**config.mk**
```make
export PLATFORM = sky130hd
export DESIGN_NAME = dc_axi_avalon_rd_bridge
export DESIGN_NICKNAME = d
export VERILOG_FILES = /design/src/rtl/dc_axi_avalon_rd_bridge.sv
export SDC_FILE = /design/constraint.sdc
export NUM_CORES = 2
export LEC_CHECK = 0
export CELL_PAD_IN_SITES_DETAIL_PLACEMENT = 1
export CELL_PAD_IN_SITES_GLOBAL_PLACEMENT = 1
export CORE_UTILIZATION = 25
export CTS_CLUSTER_DIAMETER = 100
export DETAILED_ROUTE_END_ITERATION = 8
export MAX_ROUTING_LAYER = met4
export PLACE_DENSITY = 0.42
export SLEW_MARGIN = 20
export SYNTH_ARGS = -nofsm -noshare
export SYNTH_HDL_FRONTEND = slang
export SYNTH_MEMORY_MAX_BITS = 65536
export SYNTH_SLANG_ARGS = --single-unit
```
**constraint.sdc**
```tcl
create_clock -name clk -period 5.39 [get_ports clk]
set_input_delay 1.078 -clock clk [delete_from_list [all_inputs] [get_ports clk]]
set_output_delay 1.078 -clock clk [all_outputs]
set_load 0.005 [all_outputs]
```
**src/rtl/dc_axi_avalon_rd_bridge.sv**
```systemverilog
// AXI4 read-only slave bridging the display controller's AR/R channels onto an
// Avalon-MM pipelined burst read port. Response-FIFO credit for a whole burst
// is reserved before the Avalon request goes out, because readdatavalid cannot
// be back-pressured. Responses are returned strictly in AR acceptance order.
module dc_axi_avalon_rd_bridge #(
    parameter int ADDR_WIDTH      = 32,
    parameter int DATA_WIDTH      = 16,
    parameter int ID_WIDTH        = 8,
    parameter int FIFO_DEPTH      = 256,
    parameter int FIFO_ADDR_WIDTH = 8,
    parameter int CMD_DEPTH       = 4
) (
    input  logic                  clk,
    input  logic                  rst,
    input  logic [ID_WIDTH-1:0]   axi_arid,
    input  logic [ADDR_WIDTH-1:0] axi_araddr,
    input  logic [7:0]            axi_arlen,
    input  logic [2:0]            axi_arsize,
    input  logic [1:0]            axi_arburst,
    input  logic [1:0]            axi_arlock,
    input  logic [3:0]            axi_arcache,
    input  logic [2:0]            axi_arprot,
    input  logic [3:0]            axi_arqos,
    input  logic [3:0]            axi_arregion,
    input  logic                  axi_arvalid,
    output logic                  axi_arready,
    output logic [ID_WIDTH-1:0]   axi_rid,
    output logic [DATA_WIDTH-1:0] axi_rdata,
    output logic [1:0]            axi_rresp,
    output logic                  axi_rlast,
    output logic                  axi_rvalid,
    input  logic                  axi_rready,
    output logic [ADDR_WIDTH-1:0] avm_address,
    output logic [8:0]            avm_burstcount,
    output logic                  avm_read,
    input  logic                  avm_waitrequest,
    input  logic [DATA_WIDTH-1:0] avm_readdata,
    input  logic                  avm_readdatavalid
);

    localparam int CMD_AW = $clog2(CMD_DEPTH);
    localparam int CW     = FIFO_ADDR_WIDTH + 1;

    localparam logic [2:0]      SIZE_C   = 3'($clog2(DATA_WIDTH / 8));
    localparam logic [1:0]      INCR_C   = 2'b01;
    localparam logic [CMD_AW:0] CMD_INC  = (CMD_AW + 1)'(1);
    localparam logic [CMD_AW:0] CMD_FULL = (CMD_AW + 1)'(CMD_DEPTH);
    localparam logic [CW-1:0]   CW_ONE   = CW'(1);
    localparam logic [CW-1:0]   DEPTH_C  = CW'(FIFO_DEPTH);

    typedef enum logic {
        S_IDLE,
        S_ISSUE
    } state_t;

    state_t state_q, state_d;

    logic                  arready_q, arready_d;
    logic [CMD_AW:0]       cmd_wr_q, cmd_wr_d;
    logic [CMD_AW:0]       cmd_rd_q, cmd_rd_d;
    logic [CMD_AW:0]       cmd_iss_q, cmd_iss_d;
    logic [ADDR_WIDTH-1:0] avm_addr_q, avm_addr_d;
    logic [8:0]            avm_bc_q, avm_bc_d;
    logic [CW-1:0]         reserved_q, reserved_d;
    logic [CW-1:0]         data_wr_q, data_wr_d;
    logic [CW-1:0]         data_rd_q, data_rd_d;
    logic [7:0]            beat_q, beat_d;

    logic [ID_WIDTH-1:0]   cmd_id_q   [CMD_DEPTH];
    logic [7:0]            cmd_len_q  [CMD_DEPTH];
    logic                  cmd_err_q  [CMD_DEPTH];
    logic [ADDR_WIDTH-1:1] cmd_addr_q [CMD_DEPTH];
    logic [DATA_WIDTH-1:0] data_mem_q [FIFO_DEPTH];

    logic            ar_push, ar_err;
    logic [CMD_AW:0] cmd_count, cmd_count_next;
    logic            cmd_empty;
    logic            iss_pending, iss_adv, reserve;
    logic [CW-1:0]   iss_beats, credit_free;
    logic            head_err, data_empty, rvalid, r_fire, r_last_beat;
    logic            cmd_pop, data_push, data_pop;
    logic            unused_ok;

    assign unused_ok = ^{axi_arlock, axi_arcache, axi_arprot, axi_arqos,
                         axi_arregion, axi_araddr[0]};

    assign ar_push   = arready_q & axi_arvalid;
    assign ar_err    = (axi_arsize != SIZE_C) || (axi_arburst != INCR_C);
    assign cmd_count = cmd_wr_q - cmd_rd_q;
    assign cmd_empty = (cmd_wr_q == cmd_rd_q);

    assign iss_pending = (cmd_iss_q != cmd_wr_q);
    assign iss_beats   = CW'({1'b0, cmd_len_q[cmd_iss_q[CMD_AW-1:0]]}) + CW_ONE;
    assign credit_free = DEPTH_C - reserved_q;

    assign head_err    = cmd_err_q[cmd_rd_q[CMD_AW-1:0]];
    assign data_empty  = (data_wr_q == data_rd_q);
    assign rvalid      = !cmd_empty && (head_err || !data_empty);
    assign r_fire      = rvalid && axi_rready;
    assign r_last_beat = (beat_q == cmd_len_q[cmd_rd_q[CMD_AW-1:0]]);
    assign cmd_pop     = r_fire && r_last_beat;
    assign data_pop    = r_fire && !head_err;
    // Data arriving with no live command is stale traffic from before a reset.
    assign data_push   = avm_readdatavalid && !cmd_empty;

    // Issue FSM: walk unissued commands in order, skipping err ones, and only
    // launch a burst once the response FIFO has room for all of its beats.
    always_comb begin
        state_d    = state_q;
        iss_adv    = 1'b0;
        reserve    = 1'b0;
        avm_addr_d = avm_addr_q;
        avm_bc_d   = avm_bc_q;
        case (state_q)
            S_IDLE: begin
                if (iss_pending) begin
                    if (cmd_err_q[cmd_iss_q[CMD_AW-1:0]]) begin
                        iss_adv = 1'b1;
                    end else if (credit_free >= iss_beats) begin
                        state_d    = S_ISSUE;
                        iss_adv    = 1'b1;
                        reserve    = 1'b1;
                        avm_addr_d = {cmd_addr_q[cmd_iss_q[CMD_AW-1:0]], 1'b0};
                        avm_bc_d   = 9'({1'b0, cmd_len_q[cmd_iss_q[CMD_AW-1:0]]}) + 9'd1;
                    end
                end
            end
            S_ISSUE: begin
                if (!avm_waitrequest) begin
                    state_d = S_IDLE;
                end
            end
            default: state_d = S_IDLE;
        endcase
    end

    // Queue pointers, credit, R beat counter and the registered arready.
    always_comb begin
        cmd_wr_d       = cmd_wr_q + (ar_push ? CMD_INC : '0);
        cmd_rd_d       = cmd_rd_q + (cmd_pop ? CMD_INC : '0);
        cmd_iss_d      = cmd_iss_q + (iss_adv ? CMD_INC : '0);
        data_wr_d      = data_wr_q + (data_push ? CW_ONE : '0);
        data_rd_d      = data_rd_q + (data_pop ? CW_ONE : '0);
        reserved_d     = reserved_q + (reserve ? iss_beats : '0) - (data_pop ? CW_ONE : '0);
        beat_d         = beat_q;
        if (cmd_pop) begin
            beat_d = '0;
        end else if (r_fire) begin
            beat_d = beat_q + 8'd1;
        end
        // Judged on next-cycle occupancy so a push this cycle cannot overfill.
        cmd_count_next = cmd_count + (ar_push ? CMD_INC : '0) - (cmd_pop ? CMD_INC : '0);
        arready_d      = (cmd_count_next < CMD_FULL) && (state_d == S_IDLE);
    end

    // Control state register with synchronous reset.
    always_ff @(posedge clk) begin
        if (rst) begin
            state_q    <= S_IDLE;
            arready_q  <= 1'b0;
            cmd_wr_q   <= '0;
            cmd_rd_q   <= '0;
            cmd_iss_q  <= '0;
            avm_addr_q <= '0;
            avm_bc_q   <= '0;
            reserved_q <= '0;
            data_wr_q  <= '0;
            data_rd_q  <= '0;
            beat_q     <= '0;
        end else begin
            state_q    <= state_d;
            arready_q  <= arready_d;
            cmd_wr_q   <= cmd_wr_d;
            cmd_rd_q   <= cmd_rd_d;
            cmd_iss_q  <= cmd_iss_d;
            avm_addr_q <= avm_addr_d;
            avm_bc_q   <= avm_bc_d;
            reserved_q <= reserved_d;
            data_wr_q  <= data_wr_d;
            data_rd_q  <= data_rd_d;
            beat_q     <= beat_d;
        end
    end

    // Command queue storage, written on the AR handshake.
    always_ff @(posedge clk) begin
        if (ar_push) begin
            cmd_id_q[cmd_wr_q[CMD_AW-1:0]]   <= axi_arid;
            cmd_len_q[cmd_wr_q[CMD_AW-1:0]]  <= axi_arlen;
            cmd_err_q[cmd_wr_q[CMD_AW-1:0]]  <= ar_err;
            cmd_addr_q[cmd_wr_q[CMD_AW-1:0]] <= axi_araddr[ADDR_WIDTH-1:1];
        end
    end

    // Response data FIFO storage, written on every live readdatavalid.
    always_ff @(posedge clk) begin
        if (data_push) begin
            data_mem_q[data_wr_q[FIFO_ADDR_WIDTH-1:0]] <= avm_readdata;
        end
    end

    assign axi_arready    = arready_q;
    assign axi_rvalid     = rvalid;
    assign axi_rid        = cmd_empty ? '0 : cmd_id_q[cmd_rd_q[CMD_AW-1:0]];
    assign axi_rdata      = (rvalid && !head_err) ? data_mem_q[data_rd_q[FIFO_ADDR_WIDTH-1:0]] : '0;
    assign axi_rresp      = (rvalid && head_err) ? 2'b10 : 2'b00;
    assign axi_rlast      = rvalid && r_last_beat;
    assign avm_read       = (state_q == S_ISSUE);
    assign avm_address    = avm_addr_q;
    assign avm_burstcount = avm_bc_q;

endmodule

```
==> reports/metrics.cfg <==
[sta]
tightest_slew_ns=1.220
finalSetupViolations=16
timing.hold.ws_ns=0.4177
post-route-min-period_ns=5.745
finalHoldViolCount=0
skew_ns=0.05403
slew_violations=0
fmax_ghz=0.1741
min_period_over_period_pct=106.6
relSlewSlack_pct=18.67
rsz0062_at_grt=true
setup_ws_ns=-0.3554

[global_route]
overflow=0
grt.total_usage_pct=17.68
grt_pass1_vias=92210
grt_pass1_wl_um=811300
antenna_found_initial=55
grt_start_max_net_pins=133

[place]
port_buffers=142
gp_congestion=0.7937
dpl_cell_area_sq_mm=0.1883
dp.cells=17290
hpwlAfterDp_um=365400

[route]
firstDrtPassIters=5
drt-initial-drc-count=8869
wl_um=602000
drc=0
wire_per_inst_um=32.41
vias_per_cell=4.710
ant_nets=0
num_vias=87480

[critical_path]
r2r_end=reserved_q[8]
cp_max_fo=7
worstSetupPathType=reg2out
critical_path_required_ns=4.31
critPathCaptureType=primary output
r2r_start=cmd_iss_q[0]
critical_path.endpoint=axi_rdata[8]
r2r_slack_ns=0.38
start_kind=register
critPathLaunch=data_rd_q[0]
rr_worst_depth=25
cp.arrival_ns=4.67

[logic_synthesis]
syn_area_sq_mm=0.1698
synth_xor_area_share_pct=0.3508
synth_top_family_by_area=multiplexers
yosys-mux-area-fraction_pct=16.12
synth_compound_area_share_pct=2.476
yosys_register_bits=4374
syn_area_per_cell_sq_um=21.82
ys_seq_area_share_pct=76.86
synthFlopType=edfxtp_1
synthCells=7779
synthArstFlopShare_pct=0
yosys.area_share.simple_pct=2.038
synth-edff-count=4288
synthAdderAreaFrac_pct=0.3228
synth_cell_types=80
yosysWarnings=0

[power_and_ir_drop]
p_comb_share_pct=3.9
seqPwrFrac_pct=50.4
switchingPower_mw=16.42
p_leak_nw=64.71
power_frac_clock_pct=45.8
intPower_mw=58.29
switching_share_pct=21.98
powerDensity_mw_per_mm2=354.0
ir_worst_vdd_v=0.0004165

[flow_run]
drv_cap=0

[min_path]
hold_depth=1
hp-class=in2reg

[run_status]
status=finished, violations left
violations=setup timing

[floorplan]
rows=302
core_sq_mm=0.6764
ios=163
start_util_pct=25.10
fp.dieArea_sq_mm=0.6824
die_h_um=826.1
die_w_um=826.1

[cts]
cts.sinks=4374
ctsRootBufferMaster=clkbuf_16
clkLatencyLatePin_ns=1.09
clkTransAtPathRegs_ns=0.06
htree_levels=6
cts_made_buffers=525
tritoncts=done
clock_path_buffers=4

[cells_and_area]
fillers=67330
mostFrequentLayoutCell=edfxtp_1
drive_gt1_share_pct=36.35
final_area_sq_mm=0.2111
layout.nets=9308
area_delta_synth_final_pct=24.32
most-common-layout-cells=4288 x edfxtp_1, 1026 x mux4_2, 849 x buf_4
stdcell_count=18570

-- logic make-up (layout without fill, tap and decap cells) --
group | count (synthesis) | count (layout)
DFF | 4374 | 4374
and+or+nand+nor | 817 | 817
xor gates and xnor gates | 68 | 68
muxes | 1365 | 1365
AOI/OAI and AO/OA | 628 | 628
adders and majority gates | 42 | 42
other | 1 | 34
buffers and inverters | 484 | 2278
-- stage by stage --
stage / util [%] / setup TNS, ns / setup WS [ns] / total power [mW]
finish: 31.20 / -3.561 / -0.3554 / 74.72
global route: 31.20 / -5.018 / -0.4326 / 77.00
detailed placement: 27.84 / -0.8437 / -0.3391 / 41.20
global placement: 27.84 / -1.588 / -0.3642 / 41.21
floorplan: - / 0 / 0.09187 / 39.57
CTS: 30.91 / -6.060 / -0.5304 / 75.66
-- how the worst min path moves through the flow --
stage / slack [ns] / from / end
floorplan: 0.45 / avm_address[10] / avm_address[10]
global placement: 0.45 / avm_address[1] / avm_address[1]
detailed placement: 0.45 / avm_address[2] / avm_address[2]
CTS: 0.31 / avm_readdata[13] / data_mem_q[22][13]
global route: 0.37 / avm_readdata[13] / data_mem_q[21][13]
finish: 0.42 / avm_readdata[13] / data_mem_q[22][13]
-- power by group through the flow --
stage	Sequential (mW)	Combinational [mW]	Clock [mW]
after floorplan	38.3	1.26	0
after global placement	38.3	2.89	0
after detailed placement	38.3	2.87	0
after CTS	37.6	2.94	35.1
after global routing	37.6	3.19	36.2
final	37.6	2.89	34.2
-- cell type report --
cell class	count	area, sq um	area share, %
antenna	32	80.08	0.03794
clock buffer	656	13880	6.578
clock inverter	271	2520	1.194
inverter	45	181.4	0.08596
multi-input combinational	2922	38710	18.34
sequential	4374	130500	61.84
tap	8968	11220	5.317
timing repair buffer	1306	13940	6.603
-- registers in the layout (all words and copies together) (netlist names) --
name and count:
cmd_err_q 4, axi_arready 1, beat_q 8, cmd_len_q 32
data_mem_q 4096, cmd_addr_q 124, avm_address 31, cmd_iss_q 3
data_wr_q 9, avm_burstcount 9, avm_read 1, reserved_q 9
data_rd_q 9, cmd_rd_q 3, cmd_id_q 32, cmd_wr_q 3
-- repair_timing --
item | CTS | global route
setup buffers | 181 | 136
pin swaps | 88 | 89
resized for setup | 465 | 210
hold buffers | 0 | 0
cloned | 27 | 10
hold endpoints to repair | 0 | 0
endpoints found under the setup margin | 17 | 20
-- critical path, stage by stage, from the launching register on --
cell and delay (ns):
dfxtp_4 0.41, buf_6 0.12, buf_12 0.12, buf_16 0.15
buf_16 0.15, mux4_2 0.52, a22o_4 0.35, a221oi_4 0.25
buf_4 0.18, a221oi_2 0.06, o31ai_2 0.33, buf_4 0.21
a311oi_4 0.05, a211o_1 0.34, buf_12 0.16, buf_12 0.12
-- synthesized netlist by cell type (23+ instances only) --
master,n,area [sq um]
edfxtp_1,4288,128800
mux4_2,1001,22540
nor2_1,366,1374
mux2i_1,287,2873
nand2_1,252,945.9
a21oi_1,165,825.8
buf_2,144,720.7
clkbuf_1,143,536.8
o21ai_0,89,445.4
a22oi_1,86,645.6
dfxtp_1,86,1722
mux4_1,72,1892
a221oi_1,67,586.8
nand3_1,51,255.2
buf_6,48,540.5
nor3_1,46,230.2
xnor2_1,45,394.1
o22ai_1,43,269.0
inv_1,42,157.7
ha_1,39,488.0
buf_4,37,277.8
nor2b_1,30,187.7
a211oi_1,28,210.2
buf_8,26,390.4
o211ai_1,24,180.2
xor2_1,23,201.4
-- layer usage --
| layer | vias to the layer above | global-route usage [%] | routed length [um] |
|---|---|---|---|
| met5 | - | - | 0 |
| met4 | 0 | 4.718 | 18070 |
| met3 | 770 | 2.527 | 31440 |
| met2 | 2536 | 28.38 | 287300 |
| met1 | 48580 | 23.62 | 265200 |
| li1 | 35590 | - | - |
No activity file was read; power rests on OpenSTA's default activity.
